**src/rtl/encdec_checker_gm.sv**
```systemverilog
// Clocked EncDec golden model: snoops APB writes into shadow registers and checks the DUT's
// error count on every operation_done rising edge. Optional macro APB_READ_CHECK_EN adds PRDATA checking.
module encdec_checker_gm #(
  parameter int unsigned AMBA_ADDR_WIDTH = 20,
  parameter int unsigned AMBA_WORD       = 32,
  parameter int unsigned CNT_WIDTH       = 16
) (
  input  logic                       clk,
  input  logic                       rst,
  input  logic                       PSEL,
  input  logic                       PENABLE,
  input  logic                       PWRITE,
  input  logic [AMBA_ADDR_WIDTH-1:0] PADDR,
  input  logic [AMBA_WORD-1:0]       PWDATA,
  input  logic [AMBA_WORD-1:0]       PRDATA,
  input  logic                       operation_done,
  input  logic [1:0]                 dut_num_of_errors,
  output logic [1:0]                 gm_number_of_errors,
  output logic                       check_valid,
  output logic                       mismatch,
  output logic                       rd_mismatch,
  output logic                       overrun,
  output logic [CNT_WIDTH-1:0]       check_count,
  output logic [CNT_WIDTH-1:0]       mismatch_count
);

  typedef enum logic [1:0] {
    S_IDLE,
    S_EVAL,
    S_REPORT
  } state_e;

  state_e                 state_q;
  logic [AMBA_WORD-1:0]   ctrl_q, data_in_q, cw_q, noise_q;
  logic                   done_d_q;
  logic [1:0]             ctrl_s_q, cw_s_q, dut_s_q;
  logic [AMBA_WORD-1:0]   noise_s_q;
  logic [1:0]             exp_q;
  logic [1:0]             gm_q;
  logic                   check_valid_q, mismatch_q, rd_mismatch_q, overrun_q;
  logic [CNT_WIDTH-1:0]   check_count_q, mismatch_count_q;

  logic                   wr_en, done_rise;
  logic [AMBA_WORD-1:0]   width_mask, masked_noise;
  logic [7:0]             pop_cnt;
  logic [1:0]             exp_d;
  logic                   chk_mis, rd_mis_d;
  logic [1:0]             mm_inc;
  logic [CNT_WIDTH:0]     mm_sum;
  logic [CNT_WIDTH-1:0]   mm_next, cc_next;
  logic                   unused_bits;

  assign wr_en     = PSEL & PENABLE & PWRITE;
  assign done_rise = operation_done & ~done_d_q;

  always_comb begin
    width_mask = '1;
    case (cw_s_q)
      2'b00:   width_mask = AMBA_WORD'(8'hFF);
      2'b01:   width_mask = AMBA_WORD'(16'hFFFF);
      2'b10:   width_mask = AMBA_WORD'(32'hFFFF_FFFF);
      default: width_mask = '1;
    endcase
  end

  assign masked_noise = noise_s_q & width_mask;
  assign pop_cnt      = 8'($countones(masked_noise));

  always_comb begin
    exp_d = 2'b00;
    if (ctrl_s_q != 2'b00) begin
      exp_d = (pop_cnt >= 8'd3) ? 2'b11 : pop_cnt[1:0];
    end
  end

`ifdef APB_READ_CHECK_EN
  logic [AMBA_WORD-1:0] rd_sel;
  always_comb begin
    rd_sel = ctrl_q;
    case (PADDR[3:2])
      2'b00:   rd_sel = ctrl_q;
      2'b01:   rd_sel = data_in_q;
      2'b10:   rd_sel = cw_q;
      default: rd_sel = noise_q;
    endcase
  end
  assign rd_mis_d = PSEL & PENABLE & ~PWRITE & (PRDATA != rd_sel);
`else
  assign rd_mis_d = 1'b0;
`endif

  assign unused_bits = ^{PADDR, PRDATA, data_in_q, ctrl_q, cw_q};

  assign chk_mis = (state_q == S_REPORT) && (dut_s_q != exp_q);

  // Check and read mismatches can land on the same edge, so the increment may be 2.
  assign mm_inc  = {1'b0, chk_mis} + {1'b0, rd_mis_d};
  assign mm_sum  = {1'b0, mismatch_count_q} + (CNT_WIDTH + 1)'(mm_inc);
  assign mm_next = mm_sum[CNT_WIDTH] ? '1 : mm_sum[CNT_WIDTH-1:0];
  assign cc_next = (&check_count_q) ? check_count_q : check_count_q + CNT_WIDTH'(1);

  always_ff @(posedge clk or posedge rst) begin
    if (rst) begin
      ctrl_q    <= '0;
      data_in_q <= '0;
      cw_q      <= '0;
      noise_q   <= '0;
    end else if (wr_en) begin
      case (PADDR[3:2])
        2'b00:   ctrl_q    <= PWDATA;
        2'b01:   data_in_q <= PWDATA;
        2'b10:   cw_q      <= PWDATA;
        default: noise_q   <= PWDATA;
      endcase
    end
  end

  always_ff @(posedge clk or posedge rst) begin
    if (rst) begin
      state_q          <= S_IDLE;
      done_d_q         <= 1'b1;
      ctrl_s_q         <= '0;
      cw_s_q           <= '0;
      dut_s_q          <= '0;
      noise_s_q        <= '0;
      exp_q            <= '0;
      gm_q             <= '0;
      check_valid_q    <= 1'b0;
      mismatch_q       <= 1'b0;
      rd_mismatch_q    <= 1'b0;
      overrun_q        <= 1'b0;
      check_count_q    <= '0;
      mismatch_count_q <= '0;
    end else begin
      done_d_q         <= operation_done;
      check_valid_q    <= 1'b0;
      mismatch_q       <= 1'b0;
      rd_mismatch_q    <= rd_mis_d;
      mismatch_count_q <= mm_next;
      case (state_q)
        S_IDLE: begin
          // Snapshot the pre-write shadow values; a same-edge APB write lands after this.
          if (done_rise) begin
            ctrl_s_q  <= ctrl_q[1:0];
            cw_s_q    <= cw_q[1:0];
            noise_s_q <= noise_q;
            dut_s_q   <= dut_num_of_errors;
            state_q   <= S_EVAL;
          end
        end
        S_EVAL: begin
          if (done_rise) overrun_q <= 1'b1;
          exp_q   <= exp_d;
          state_q <= S_REPORT;
        end
        S_REPORT: begin
          if (done_rise) overrun_q <= 1'b1;
          check_valid_q <= 1'b1;
          mismatch_q    <= chk_mis;
          gm_q          <= exp_q;
          check_count_q <= cc_next;
          state_q       <= S_IDLE;
        end
        default: state_q <= S_IDLE;
      endcase
    end
  end

  assign gm_number_of_errors = gm_q;
  assign check_valid         = check_valid_q;
  assign mismatch            = mismatch_q;
  assign rd_mismatch         = rd_mismatch_q;
  assign overrun             = overrun_q;
  assign check_count         = check_count_q;
  assign mismatch_count      = mismatch_count_q;

endmodule

```
**config.mk**
```make
export PLATFORM = sky130hd
export DESIGN_NAME = encdec_checker_gm
export DESIGN_NICKNAME = d
export VERILOG_FILES = /design/src/rtl/encdec_checker_gm.sv
export SDC_FILE = /design/constraint.sdc
export NUM_CORES = 1
export LEC_CHECK = 0
export CORE_UTILIZATION = 33
export CTS_CLUSTER_SIZE = 25
export DETAILED_ROUTE_END_ITERATION = 7
export HOLD_SLACK_MARGIN = 0.12
export PLACE_DENSITY_LB_ADDON = 0.25
export SLEW_MARGIN = 30
export SYNTH_ARGS = -nofsm -noshare
export SYNTH_HDL_FRONTEND = slang
export SYNTH_SLANG_ARGS = --single-unit
```
**constraint.sdc**
```tcl
create_clock -name clk -period 15.1 [get_ports clk]
set_input_delay 4.53 -clock clk [delete_from_list [all_inputs] [get_ports clk]]
set_output_delay 4.53 -clock clk [all_outputs]
set_load 0.05 [all_outputs]
```
**Word level (Yosys, flattened, before mapping)**

Cells that the tools add are included.

- Word-level logic and storage cells: 86
- Register bits after elaboration: 116
- Input bits: 92
- Output and inout bits: 38

- Equal/unequal tests: 7
- $lt $le $gt $ge: 1
- Muxes and demuxes: 8
- Add/subtract/negate cells: 33
- Bitwise operators: 7
- Reduce and logical (&&, ||, !) cells: 14

Operators by type and width:

| operator | number |
|---|---|
| $pmux W32 S2 | 1 |
| $add A1 B1 Y2 | 16 |
| $and A32 B32 Y32 | 1 |
| $add A2 B2 Y3 | 8 |
| $add A16 B1 Y17 | 1 |
| $add A16 B1 Y16 const B | 1 |
| $add A3 B3 Y4 | 4 |
| $mux W16 | 1 |
| $reduce_and A16 Y1 | 1 |
| $reduce_and A2 Y1 | 6 |
| $add A4 B4 Y5 | 2 |
| $add A5 B5 Y6 | 1 |
| $eq A2 B1 Y1 const B | 3 |
| $ge A6 B2 Y1 const B | 1 |
| $logic_not A2 Y1 | 3 |
| $mux W2 | 3 |
| $eq A2 B2 Y1 const B | 2 |
| $pmux W2 S2 | 1 |
| $and A1 B1 Y1 | 3 |
| $not A1 Y1 | 3 |
| $reduce_or A3 Y1 | 1 |
| $mux W1 | 2 |
| $ne A2 B2 Y1 | 1 |
| $ne A2 B2 Y1 const B | 1 |
| 3 further kinds | 3 |

**Logic depth before layout (Yosys ltp)**

- Depth after elaboration: 11
- Depth in mapped cells: 19
- Depth with buffers taken out: 17

**Worst setup path before layout**

Ideal clock, no wire load.

- Kind: input -> register
- From: input port operation_done
- To: register ctrl_s_q[0]
- Data required time: 14.975 ns
- Data arrival time: 5.679 ns
- Slack: 9.297 ns
- Setup time: 0.125 ns
- Stages: 5
- Buffers on the path: 2
- Cells stage by stage: nor2b_1 > nand2_1 > clkbuf_1 > buf_2 > mux2_2

- Longest elaborated chain between the ends: 2

Ends and longest elaborated chain:

| what | RTL line | source |
|---|---|---|
| from (decl) | 16 | `input logic operation_done,` |
| $and A1 B1 Y1 | 54 | `assign done_rise = operation_done & ~done_d_q;` |
| $reduce_and A2 Y1 (no source line) | - |  |
| to (signal assigned) | 144 | `ctrl_s_q <= ctrl_q[1:0];` |
| to (decl) | 36 | `logic [1:0] ctrl_s_q, cw_s_q, dut_s_q;` |

No other way between the ends.
A chain may end at the register's enable or synchronous reset.

**Final worst setup path**

- From: register check_count_q[2] (netlist: check_count[2])
- To: output port check_count[2]

RTL lines:

| what | RTL line | source |
|---|---|---|
| from (decl) | 41 | `logic [CNT_WIDTH-1:0] check_count_q, mismatch_count_q;` |
| from (signal assigned) | 161 | `check_count_q <= cc_next;` |
| to (decl) | 23 | `output logic [CNT_WIDTH-1:0] check_count,` |

No word-level cell between the ends.

==> results.txt <==
worst-margin pin slew - 0.682 ns
Max Cap Violations - 0
Final nets - 651
largest net degree at the start of global routing - 77
Cells after Synth - 434
Final Cell Area - 7160 um^2
total CTS buffers - 17
multiplexer share of the synthesized area - 16.1%
DP Worst Slack - 8.71 ns
synth unique cells - 48
Hold Crit Class - reg -> reg
Worst-Skew Late Latency - 0.40 ns
Worst R2R End - exp_q[1]
Core Area - 16500 um^2
Mapped Nets - 564
ranking of synthesized cells by area - dfrtp_1, mux2_2, fa_1
post-synthesis simple-gate area fraction - 10.6%
Mapped Area - 5580 um^2
first-pass GRT wire length - 17500 um
dominant cell type by area after synthesis - dfrtp_1
vias per inst - 4.58
WL per Instance - 13.1 um
placed inst area - 6600 um^2
largest family of logic cells by synthesized area - multiplexers
antenna violations before repair - 0
Max clock buf depth - 2
post-route setup TNS - 0 ns
routed vias - 3456
full die area - 17400 um^2
vias in the first global route - 3636
Post-Synth Adder-Cell Area - 11.7%
dominant synthesized flop cell - dfrtp_1
sequential-to-total area share from yosys stat - 52.0%
Antenna Cells - 0
Ports - 130
YS warnings - 0
post-CTS setup buffer count - 0
clk root buf - clkbuf_16
xor and xnor area share after synthesis - 3.29%
Pre-antenna DRT Iters - 4
CP startpoint kind - register
Final Wtd Congestion - 0.788
ANT nets after route - 0
final hold vios - 0
CP max stage cell - clkdlybuf4s50_1
relative slew slack - 54.5%
syn avg cell area - 12.9 um^2
Worst Setup EP - check_count[2]
Tcrit/Tclk final - 41.5%
CTS tree - done
RR Startpoint - cw_s_q[1]
CP cell instances - clkdlybuf4s50_1
Slew Limit Fails - 0
Worst Skew - 0.00757 ns
Site Rows - 47
setup ws final - 8.83 ns
Area Growth Syn to Fin - 28.2%
FILL cells - 1550
gr usage total - 12.8%
Compound-Gate Fraction of Synth Area - 2.89%
Final setup viols - 0
WS Path Type - reg -> out
Worst Path Required - 10.57 ns
DPL Wire Length - 6980 um
ys async rst share - 100%
Top Family by Delay on Critical Path - buffers and inverters
# H-tree levels - 4
CP startpoint - check_count[2]
fmax - 160 MHz
clk slew on worst S/H paths - 0.05 ns
Crit path largest cell delay - 0.86 ns
DRC viols - 0
number of synthesized flops with an enable pin - 0
Die Width - 132 um
status - finished, final reports clean
Vert. Die Dim - 132 um
DR iter-0 viols - 115
cts hold-fix bufs - 0
fraction of final layout cells with drive strength greater than 1 - 21.7%
Final min period - 6.27 ns
drt total wl - 9870 um
worst r2r path cells - 17
arrival time at the worst endpoint - 1.74 ns
share of the synthesized area in the top cell type - 51.5%
CP Depth - 1
port buffer count - 78
Initial Util - 33.8%
CTS sink count - 116
Synth Register Bits - 116
RSZ-0062 raised after global routing - no
flop-to-flop setup slack - 9.51 ns
Critical Path End Type - primary output
crit-path max FO - 8
PostCTS Resize Cnt - 0
grt total ovfl - 0
Buf+Inv Stages, Crit Path - 1
worst hold margin - 0.458 ns
routing by layer:
metal  wire [um]  track usage, %  vias up
met3         460            3.73       10
met4         133            4.65        0
li1            -               -     1655
met2        5020            21.5       82
met5           0               0        -
met1        4250            15.5     1709
final cells by class:
cell class              count  area, um^2  area share (%)
clock buffers              29         510            7.13
well taps                 220         275            3.85
flip-flops and latches    116        2900            40.6
clock inverters             3        42.5           0.594
multi-input cells         273        2500            34.9
inverters                  32         123            1.71
repair buffers             81         807            11.3
sequential cells by signal, summed over array words and instances (netlist names):
name	count
cw_s_q	2
mismatch	1
done_d_q	1
dut_s_q	2
noise_s_q	32
cw_q	2
ctrl_s_q	2
check_valid	1
exp_q	2
gm_number_of_errors	2
ctrl_q	2
mismatch_count	16
state_q	2
noise_q	32
overrun	1
check_count	16
worst register-to-register path, cell delays in order (launching register included):
cell and delay, ns:
dfrtp_1 0.58, nor2_1 0.47, nor2b_1 0.13, fa_1 0.60, fa_1 0.44, fa_1 0.49
fa_1 0.55, inv_1 0.05, fa_1 0.56, fa_1 0.41, inv_1 0.06, ha_1 0.15
inv_1 0.06, fa_1 0.38, nor2_1 0.10, a31oi_1 0.11, nor3b_1 0.21, o22ai_1 0.09
how the worst min path moves through the flow:
stage                        from             to  slack, ns  cells past startpoint
finish                    overrun        overrun       0.46                      1
floorplan           noise_s_q[26]  noise_s_q[26]       0.47                      1
CTS                       overrun        overrun       0.46                      1
global placement          overrun        overrun       0.45                      1
global route              overrun        overrun       0.48                      1
detailed placement        overrun        overrun       0.45                      1
layout by cell type, fill, tap and decap left out, types with 2 or more instances in the layout:
cell type,instances
a21boi_0,2
a31oi_1,3
and2_1,5
and3_1,5
buf_4,2
clkbuf_1,8
clkbuf_16,17
clkbuf_8,4
clkdlybuf4s50_1,78
dfrtp_1,115
fa_1,24
ha_1,14
inv_1,31
mux2_2,79
nand2_1,30
nand2b_1,3
nand3_1,13
nand4_1,10
nor2_1,10
nor2b_1,10
nor3_1,8
nor3b_1,3
nor4_1,3
o21a_1,3
o21ai_0,6
o22ai_1,2
xnor2_1,20
synth_stat cells (all sizes together) (3+ instances only):
cell type / count
mux2: 80
nor3b: 3
nor2b: 10
nand4: 11
nor3: 8
a31oi: 3
nor4: 3
nand2: 31
dfrtp: 115
and2: 5
and3: 7
fa: 24
xnor2: 20
nand3: 13
buf: 6
nand2b: 3
nor2: 10
inv: 32
o21a: 3
o21ai: 6
ha: 14
clkbuf: 7
per-stage QoR:
| stage | cells | util, % |
|---|---|---|
| final | 754 | 43.3 |
| after floorplan | 434 | - |
| after global routing | 754 | 43.3 |
| after detailed placement | 722 | 39.9 |
| after CTS | 754 | 43.3 |
| after global placement | 722 | 39.9 |
kinds of logic (layout without fill, tap and decap cells):
group | Yosys count | after routing
flip-flops | 116 | 116
AND/OR/NAND/NOR | 109 | 109
multiplexers | 80 | 80
buffers and inverters | 45 | 145
adder cells (fa/ha/maj) | 38 | 38
AO/OA/AOI/OAI | 24 | 24
XOR/XNOR | 21 | 21
other | 1 | 1
Power is not shown: default switching activity piles up to over one toggle a cycle in this logic, so the estimate is an artifact.
